## src/rtl/dsp_mac_ctrl.sv

```systemverilog
// dsp_mac_ctrl: operand sequencer for a DSP48A1 slice used as a multiply-accumulator.
// Sums every TAPS products into the slice P register, waits out the slice pipeline,
// then holds the finished sum in a one-deep valid/ready output buffer.
// Optional feature: define DSP_MAC_SAT_EN to saturate out_data to all ones (with out_sat)
// when the slice sum does not fit in OUT_W bits; otherwise the sum is truncated.
module dsp_mac_ctrl #(
    parameter int WIDTH_2  = 18,
    parameter int WIDTH_4  = 48,
    parameter int OUT_W    = 32,
    parameter int TAPS     = 8,
    parameter int PIPE_LAT = 3,
    parameter int MODE_LAG = 1
) (
    input  logic               CLK,
    input  logic               RST,
    input  logic               in_valid,
    output logic               in_ready,
    input  logic [WIDTH_2-1:0] in_a,
    input  logic [WIDTH_2-1:0] in_b,
    output logic [WIDTH_2-1:0] dsp_A,
    output logic [WIDTH_2-1:0] dsp_B,
    output logic [7:0]         dsp_OPMODE,
    input  logic [WIDTH_4-1:0] dsp_P,
    output logic               out_valid,
    input  logic               out_ready,
    output logic [OUT_W-1:0]   out_data,
    output logic               out_sat
);

    localparam int TW = (TAPS > 1) ? $clog2(TAPS) : 1;
    localparam int DW = $clog2(PIPE_LAT + 1);

    // OPMODE codes: X=M/Z=0 starts a sum, X=M/Z=P accumulates, X=0/Z=P holds P.
    localparam logic [7:0] OP_IDLE  = 8'h00;
    localparam logic [7:0] OP_FIRST = 8'h01;
    localparam logic [7:0] OP_ACC   = 8'h09;
    localparam logic [7:0] OP_HOLD  = 8'h08;

    typedef enum logic {ACCUM, DRAIN} state_t;

    state_t              state, state_nx;
    logic [TW-1:0]       tap_cnt, tap_nx;
    logic [DW-1:0]       drain_cnt;
    logic [WIDTH_2-1:0]  slot_a, slot_b;
    logic [7:0]          slot_code;
    logic                capture;
    logic [OUT_W-1:0]    cap_data;
    logic                cap_sat;
    logic [7:0]          mode_line [0:MODE_LAG];

    assign in_ready   = (state == ACCUM);
    assign capture    = (state == DRAIN) && (drain_cnt == DW'(PIPE_LAT)) && (!out_valid || out_ready);
    assign dsp_OPMODE = mode_line[MODE_LAG];

    // Next state and the A/B/OPMODE content of this cycle's slot.
    always_comb begin
        state_nx  = state;
        tap_nx    = tap_cnt;
        slot_a    = '0;
        slot_b    = '0;
        slot_code = OP_IDLE;
        case (state)
            ACCUM: begin
                if (in_valid) begin
                    slot_a    = in_a;
                    slot_b    = in_b;
                    slot_code = (tap_cnt == '0) ? OP_FIRST : OP_ACC;
                    if (tap_cnt == TW'(TAPS - 1)) begin
                        tap_nx   = '0;
                        state_nx = DRAIN;
                    end else begin
                        tap_nx = tap_cnt + TW'(1);
                    end
                end else begin
                    // A zero bubble still has to keep P accumulating once a sum has started.
                    slot_code = (tap_cnt != '0) ? OP_ACC : OP_IDLE;
                end
            end
            DRAIN: begin
                slot_code = OP_HOLD;
                if (capture) state_nx = ACCUM;
            end
            default: state_nx = ACCUM;
        endcase
    end

    // State and counters; drain_cnt restarts at 0 every time DRAIN is entered.
    always_ff @(posedge CLK or posedge RST) begin
        if (RST) begin
            state     <= ACCUM;
            tap_cnt   <= '0;
            drain_cnt <= '0;
        end else begin
            state   <= state_nx;
            tap_cnt <= tap_nx;
            if (state != DRAIN)
                drain_cnt <= '0;
            else if (drain_cnt != DW'(PIPE_LAT))
                drain_cnt <= drain_cnt + DW'(1);
        end
    end

    // Slot registers: A/B go out directly, OPMODE trails them by MODE_LAG cycles.
    always_ff @(posedge CLK or posedge RST) begin
        if (RST) begin
            dsp_A <= '0;
            dsp_B <= '0;
            for (int i = 0; i <= MODE_LAG; i++) mode_line[i] <= OP_IDLE;
        end else begin
            dsp_A        <= slot_a;
            dsp_B        <= slot_b;
            mode_line[0] <= slot_code;
            for (int i = 1; i <= MODE_LAG; i++) mode_line[i] <= mode_line[i-1];
        end
    end

`ifdef DSP_MAC_SAT_EN
    generate
        if (OUT_W < WIDTH_4) begin : g_sat
            assign cap_sat  = |dsp_P[WIDTH_4-1:OUT_W];
            assign cap_data = cap_sat ? {OUT_W{1'b1}} : dsp_P[OUT_W-1:0];
        end else begin : g_nosat
            assign cap_sat  = 1'b0;
            assign cap_data = dsp_P[OUT_W-1:0];
        end
    endgenerate
`else
    assign cap_sat  = 1'b0;
    assign cap_data = dsp_P[OUT_W-1:0];
`endif

    // Upper P bits are only inspected when saturation is built in.
    logic unused_p;
    assign unused_p = ^dsp_P;

    // One-deep output buffer; a capture wins over a same-cycle consume.
    always_ff @(posedge CLK or posedge RST) begin
        if (RST) begin
            out_valid <= 1'b0;
            out_data  <= '0;
            out_sat   <= 1'b0;
        end else if (capture) begin
            out_valid <= 1'b1;
            out_data  <= cap_data;
            out_sat   <= cap_sat;
        end else if (out_ready) begin
            out_valid <= 1'b0;
        end
    end

endmodule

```

## config.mk

```make
export PLATFORM = sky130hd
export DESIGN_NAME = dsp_mac_ctrl
export DESIGN_NICKNAME = d
export VERILOG_FILES = /design/src/rtl/dsp_mac_ctrl.sv
export SDC_FILE = /design/constraint.sdc
export NUM_CORES = 1
export LEC_CHECK = 0
export CORE_MARGIN = 2
export CORE_UTILIZATION = 40
export DETAILED_ROUTE_END_ITERATION = 7
export PLACE_DENSITY_LB_ADDON = 0.08
export SYNTH_ARGS = -nofsm -noshare
export SYNTH_HDL_FRONTEND = slang
export SYNTH_SLANG_ARGS = --single-unit
export TNS_END_PERCENT = 5
```

## constraint.sdc

```tcl
create_clock -name CLK -period 7.75 [get_ports CLK]
set_input_delay 1.55 -clock CLK [delete_from_list [all_inputs] [get_ports CLK]]
set_output_delay 1.55 -clock CLK [all_outputs]
set_load 0.005 [all_outputs]
```

==> results.toml, run 1 <==
[route]
via_per_inst = 4.32
wl_per_cell_um = 13.3
drt_wl_total_um = 5870
drt_iter0_drc = 52
dr.pass1.iters = 3
drtAntennaViolNets = 0
num_vias = 1906
drc = 0

[sta]
setup_viol_count_final = 0
grt_setup_unrepaired = "false"
hold_viol_final = 0
post-route-period-util_pct = 40.1
slew_viol_final = 0
slew-limit-headroom_pct = 23.1
clock_skew_ns = 0.00729
worst_pin_slew_ns = 1.15
final.setup.tns_ns = 0
fin_crit_ns = 3.11
timing.fmax_mhz = 322

[critical_path]
worst_ep_required_time_ns = 7.97
critPathCaptureType = "register"
crit_buf_inv = 2
critPathTopFamily = "compound AO/OA/AOI/OAI gates"
critical_path.max_stage_delay_ns = 0.80
crit_path_start_kind = "input pin"
rrSetupSlack_ns = 5.70
crit_arrival_ns = 3.33
cp_max_fo = 33
critical_path_class = "input pin to register"
worstPathCellList = "clkdlybuf4s50_1 > inv_1 > a21oi_4 > mux2_2"
cp_slowest_cell = "a21oi_4"

[global_routing]
overflow = 0
antenna_found_initial = 0
track_usage_pct = 15.2
grt_pass1_vias = 1888
grt_max_degree = 80
grt_pass1_wl_um = 8860

[final_layout]
final_cells = 441
layout.nets = 432
layout_common_cells = "clkdlybuf4s50_1, dfrtp_1, and2_1"
fill_cells = 568
layout_commonest_cell = "clkdlybuf4s50_1"
area_delta_synth_final_pct = 58.6
antennaDiodeCount = 0
fin_area_um2 = 4550
drive_gt1_share_pct = 14.2

[synthesis]
synth_seq_area_share_pct = 68.9
avgSynthCellArea_um2 = 14.7
syn_inst = 195
synth_top_family_by_area = "multiplexers"
synth_xor_area_share_pct = 0.305
synth_compound_area_share_pct = 1.66
ys.warnings.count = 0
synth_fa_ha_area_share_pct = 1.74
synth_mux_area_share_pct = 12.9
synth_simple_gate_area_share_pct = 9.29
synth_largest_area_cell = "dfrtp_1"
ys_top_cells_by_area = "dfrtp_1, mux2_2, and2_1"
synthDistinctLibCells = 20
ys_ff_latch = 79
synth_area_um2 = 2870
synth_top_cell_area_share_pct = 68.9

[clock_tree]
path_clk_slew_ns = 0.08
numCtsBuffers = 9
cts_setup_buffers = 0
postCtsResizedCells = 0
h-tree-depth = 3
tritoncts = "yes"
cts_hold_buf = 0
cts_sinks = 79
cts-root-buf = "clkbuf_8"
clock_path_buffers = 2
clk_latency_ns = 0.34

[run]
cap_violations = 0

[status]
status = "completed"

[pwr]
power_density_nw_per_um2 = 311
seq_power_share_pct = 43.2
internal_power_mw = 1.06
comb_power_share_pct = 34.0
swShare_pct = 24.8
finalPower_mw = 1.42
p_leak_nw = 1.98
switchingPower_mw = 0.351
power_frac_clock_pct = 22.8
vdd_drop_max_mv = 0.131

[die]
die_w_um = 88.7
initial_core_util_pct = 41.8
die_h_um = 88.7
ios = 167
dieArea_um2 = 7870
row_count = 30
core_um2 = 6870

[place]
place_congestion = 0.679
place_area_um2 = 4340
dp_hpwl_um = 4180
dpl.cell_count = 425
io_buffers = 143

[worst_hold_path]
hold_path_class = "register to register"
## cells by family after synthesis
| family | after synthesis |
|---|---|
| muxes | 33 |
| DFF | 79 |
| and+or+nand+nor | 46 |
| other | 1 |
| adders and majority gates | 4 |
| buffers and inverters | 24 |
| xor gates and xnor gates | 1 |
| AOI/OAI and AO/OA | 7 |
## worst paths after layout
check | from | to | depth (start not counted)
worst max-delay path | out_ready | out_data[11] | 4
worst min-delay path | mode_line[8] | dsp_OPMODE[0] | 0
worst max register to register | drain_cnt[0] | out_data[11] | 4
worst min register to register | mode_line[8] | dsp_OPMODE[0] | 0
max in group asynchronous | RST | out_data[5] | 3
min in group asynchronous | RST | dsp_A[16] | 3
## layer usage
layer	part of all wire (%)	wire [um]	GRT usage, %
met1	38	2220	17.9
met2	48	2840	23.3
met3	12	717	7.28
met4	1.7	100	7.44
met5	0	0	0
## stage by stage
step	hold slack (ns)	setup slack [ns]	util, %
3_5_place_dp	0.337	4.27	63.2
2_1_floorplan	0.331	4.18	-
3_3_place_gp	0.332	4.27	63.2
6_report	0.350	4.64	66.3
4_1_cts	0.354	4.61	66.3
5_1_grt	0.369	4.46	66.3
## synth_stat cells
cell	n
inv_1	8
buf_6	3
a21oi_4	1
mux2i_1	1
xor2_1	1
clkbuf_1	4
mux2_1	2
buf_4	9
mux2_2	30
dfrtp_1	79
nor2b_1	1
nand2_1	4
nand3_1	1
ha_1	4
o21ai_0	4
and2_1	36
a21oi_1	1
a31oi_1	1
nor2_1	4
conb_1	1
## area by class of cell
| class | instances | area [um2] | share of cell area (%) |
|---|---|---|---|
| timing repair buffer | 144 | 1440 | 31.6 |
| clock inverter | 6 | 85.1 | 1.87 |
| clock buffer | 10 | 128 | 2.80 |
| tap | 96 | 120 | 2.64 |
| sequential | 79 | 1980 | 43.4 |
| multi-input combinational | 98 | 772 | 17.0 |
| inverter | 8 | 31.3 | 0.687 |
## worst register-to-register path, stage by stage (launching register included)
cell and delay, ns:
dfrtp_1 0.36, ha_1 0.22, nand2_1 0.12, a21oi_4 0.79, mux2_2 0.44
## registers in the layout (all words and copies together) (netlist names)
signal      flops
state           1
dsp_A          18
tap_cnt         3
drain_cnt       2
mode_line       2
dsp_B          18
dsp_OPMODE      2
out_valid       1
out_data       32
## power groups by stage
| stage | Clock (mW) | Sequential (mW) | Combinational [mW] |
|---|---|---|---|
| after floorplan | 0 | 0.630 | 0.171 |
| after global placement | 0 | 0.613 | 0.484 |
| after detailed placement | 0 | 0.623 | 0.490 |
| after CTS | 0.336 | 0.614 | 0.492 |
| after global routing | 0.354 | 0.628 | 0.530 |
| final | 0.323 | 0.612 | 0.481 |
Power figures use the tool's default switching activity.
==> run 2, diff against run 1 <==
--- a/config.mk
+++ b/config.mk
@@ -6,7 +6,7 @@
 export NUM_CORES = 1
 export LEC_CHECK = 0
 export CORE_MARGIN = 2
-export CORE_UTILIZATION = 40
+export CORE_UTILIZATION = 38
 export DETAILED_ROUTE_END_ITERATION = 7
 export PLACE_DENSITY_LB_ADDON = 0.08
 export SYNTH_ARGS = -nofsm -noshare
==> constraint.sdc (replaced) <==
create_clock -name CLK -period 3.16 [get_ports CLK]
set_input_delay 0.632 -clock CLK [delete_from_list [all_inputs] [get_ports CLK]]
set_output_delay 0.632 -clock CLK [all_outputs]
set_load 0.005 [all_outputs]
==> run 2 against run 1 <==
Effect of this change:
- setup slack worse by 3.5 ns
- sequential share of layout area is 0.30 points lower
- count of clock-buffer cells in the layout stayed put
- clock skew hardly changed
- critical endpoint is now in_ready
- combinational power is 150% higher
==> results.toml, run 2 (same netlist as run 1, synthesis figures left out) <==
[final_layout]
drive_gt1_share_pct = 14.7
largest_reg_flops = 32
regMostFlops = "out_data"
biggestRegsByFlops = "out_data x32, dsp_A x18, dsp_B x18"
seqCellArea_um2 = 1980
area_delta_synth_final_pct = 59.7
antennaDiodeCount = 0
layout.nets = 434
layout_commonest_cell = "clkdlybuf4s50_1"
fill_cells = 608
layout_common_cells = "clkdlybuf4s50_1, dfrtp_1, and2_1"
multi_input_comb_area_um2 = 772
final_cells = 446

[critical_path]
crit_path_start_kind = "register"
cp_max_fo = 5
crit_arrival_ns = 1.42
critical_path_class = "register to output port"
worst_ep_required_time_ns = 2.53
critPathCaptureType = "output port"

[status]
status = "completed"

[die]
initial_core_util_pct = 39.4
dieArea_um2 = 8260
die_w_um = 90.9
die_h_um = 90.9
core_um2 = 7290
row_count = 31
ios = 167

[place]
place_ws_ns = 0.804
place_congestion = 0.674
dp_hpwl_um = 4470
dpl.cell_count = 430
io_buffers = 143

[clock_tree]
clock_path_buffers = 2
path_clk_slew_ns = 0.08
numCtsBuffers = 9
h-tree-depth = 3
postCtsResizedCells = 0
clk_latency_ns = 0.34
cts_setup_buffers = 0
cts_hold_buf = 0
cts_sinks = 79
tritoncts = "yes"
cts-root-buf = "clkbuf_8"

[pwr]
vdd_drop_max_mv = 0.418
p_leak_nw = 2.00
power_density_nw_per_um2 = 760

[global_routing]
antenna_found_initial = 0
grt_pass1_wl_um = 9920
grt_max_degree = 43
track_usage_pct = 15.5
grt_pass1_vias = 1971
overflow = 0

[route]
drt_iter0_drc = 59
wl_per_cell_um = 13.8
drtAntennaViolNets = 0
via_per_inst = 4.35
num_vias = 1940
drt_wl_total_um = 6140
dr.pass1.iters = 2
drc = 0

[sta]
hold_viol_final = 0
fin_hold_ws_ns = 0.355
worst_pin_slew_ns = 0.686
slew_viol_final = 0
timing.fmax_mhz = 487
layout_setup_ws_ns = 1.11
grt_setup_unrepaired = "false"
fin_crit_ns = 2.05
clock_skew_ns = 0.00729
setup_viol_count_final = 0
final.setup.tns_ns = 0
post-route-period-util_pct = 65.0
slew-limit-headroom_pct = 54.2

[run]
cap_violations = 0

[worst_hold_path]
hold_path_class = "register to register"
## run 2: worst paths after layout
check	slack [ns]	cells past startpoint	from	end
worst max-delay path	1.11	2	state	in_ready
worst min-delay path	0.35	0	mode_line[8]	dsp_OPMODE[0]
worst max register to register	1.29	5	drain_cnt[0]	out_data[8]
worst min register to register	0.35	0	mode_line[8]	dsp_OPMODE[0]
max in group asynchronous	1.82	3	RST	drain_cnt[1]
min in group asynchronous	0.70	2	RST	out_data[29]
## run 2: layout make-up
type,instances,area share (%)
clock inverters,6,1.86
flip-flops and latches,79,43.1
repair buffers,146,32.0
clock buffers,10,2.78
well taps,99,2.70
multi-input cells,98,16.8
inverters,8,0.683
## run 2: where the power goes
group / switching, mW / internal [mW] / total (mW)
clock: 0.346 / 0.442 / 0.788
combinational: 0.366 / 0.823 / 1.19
sequential: 0.154 / 1.35 / 1.51
total: 0.866 / 2.62 / 3.48
## run 2: through the flow
| step | total power, mW | utilization (%) | instance area [um2] |
|---|---|---|---|
| final | 3.48 | 62.9 | 4580 |
| after global routing | 3.71 | 62.9 | 4580 |
| after floorplan | 1.96 | - | 2890 |
| after CTS | 3.55 | 62.9 | 4580 |
| after global placement | 2.70 | 59.9 | 4370 |
| after detailed placement | 2.74 | 59.9 | 4370 |
## run 2: per-layer routing
metal  track usage, %  up-vias  wire length [um]
li1                 -      903                 -
met1             19.3      927              2600
met2             23.5      101              2780
met3             6.34        9               642
met4             7.58        0               119
met5                0        -                 0
## run 2: critical path, stage by stage (launching register included)
cell and delay [ns]:
dfrtp_1 0.44, inv_1 0.14, clkdlybuf4s50_1 0.51
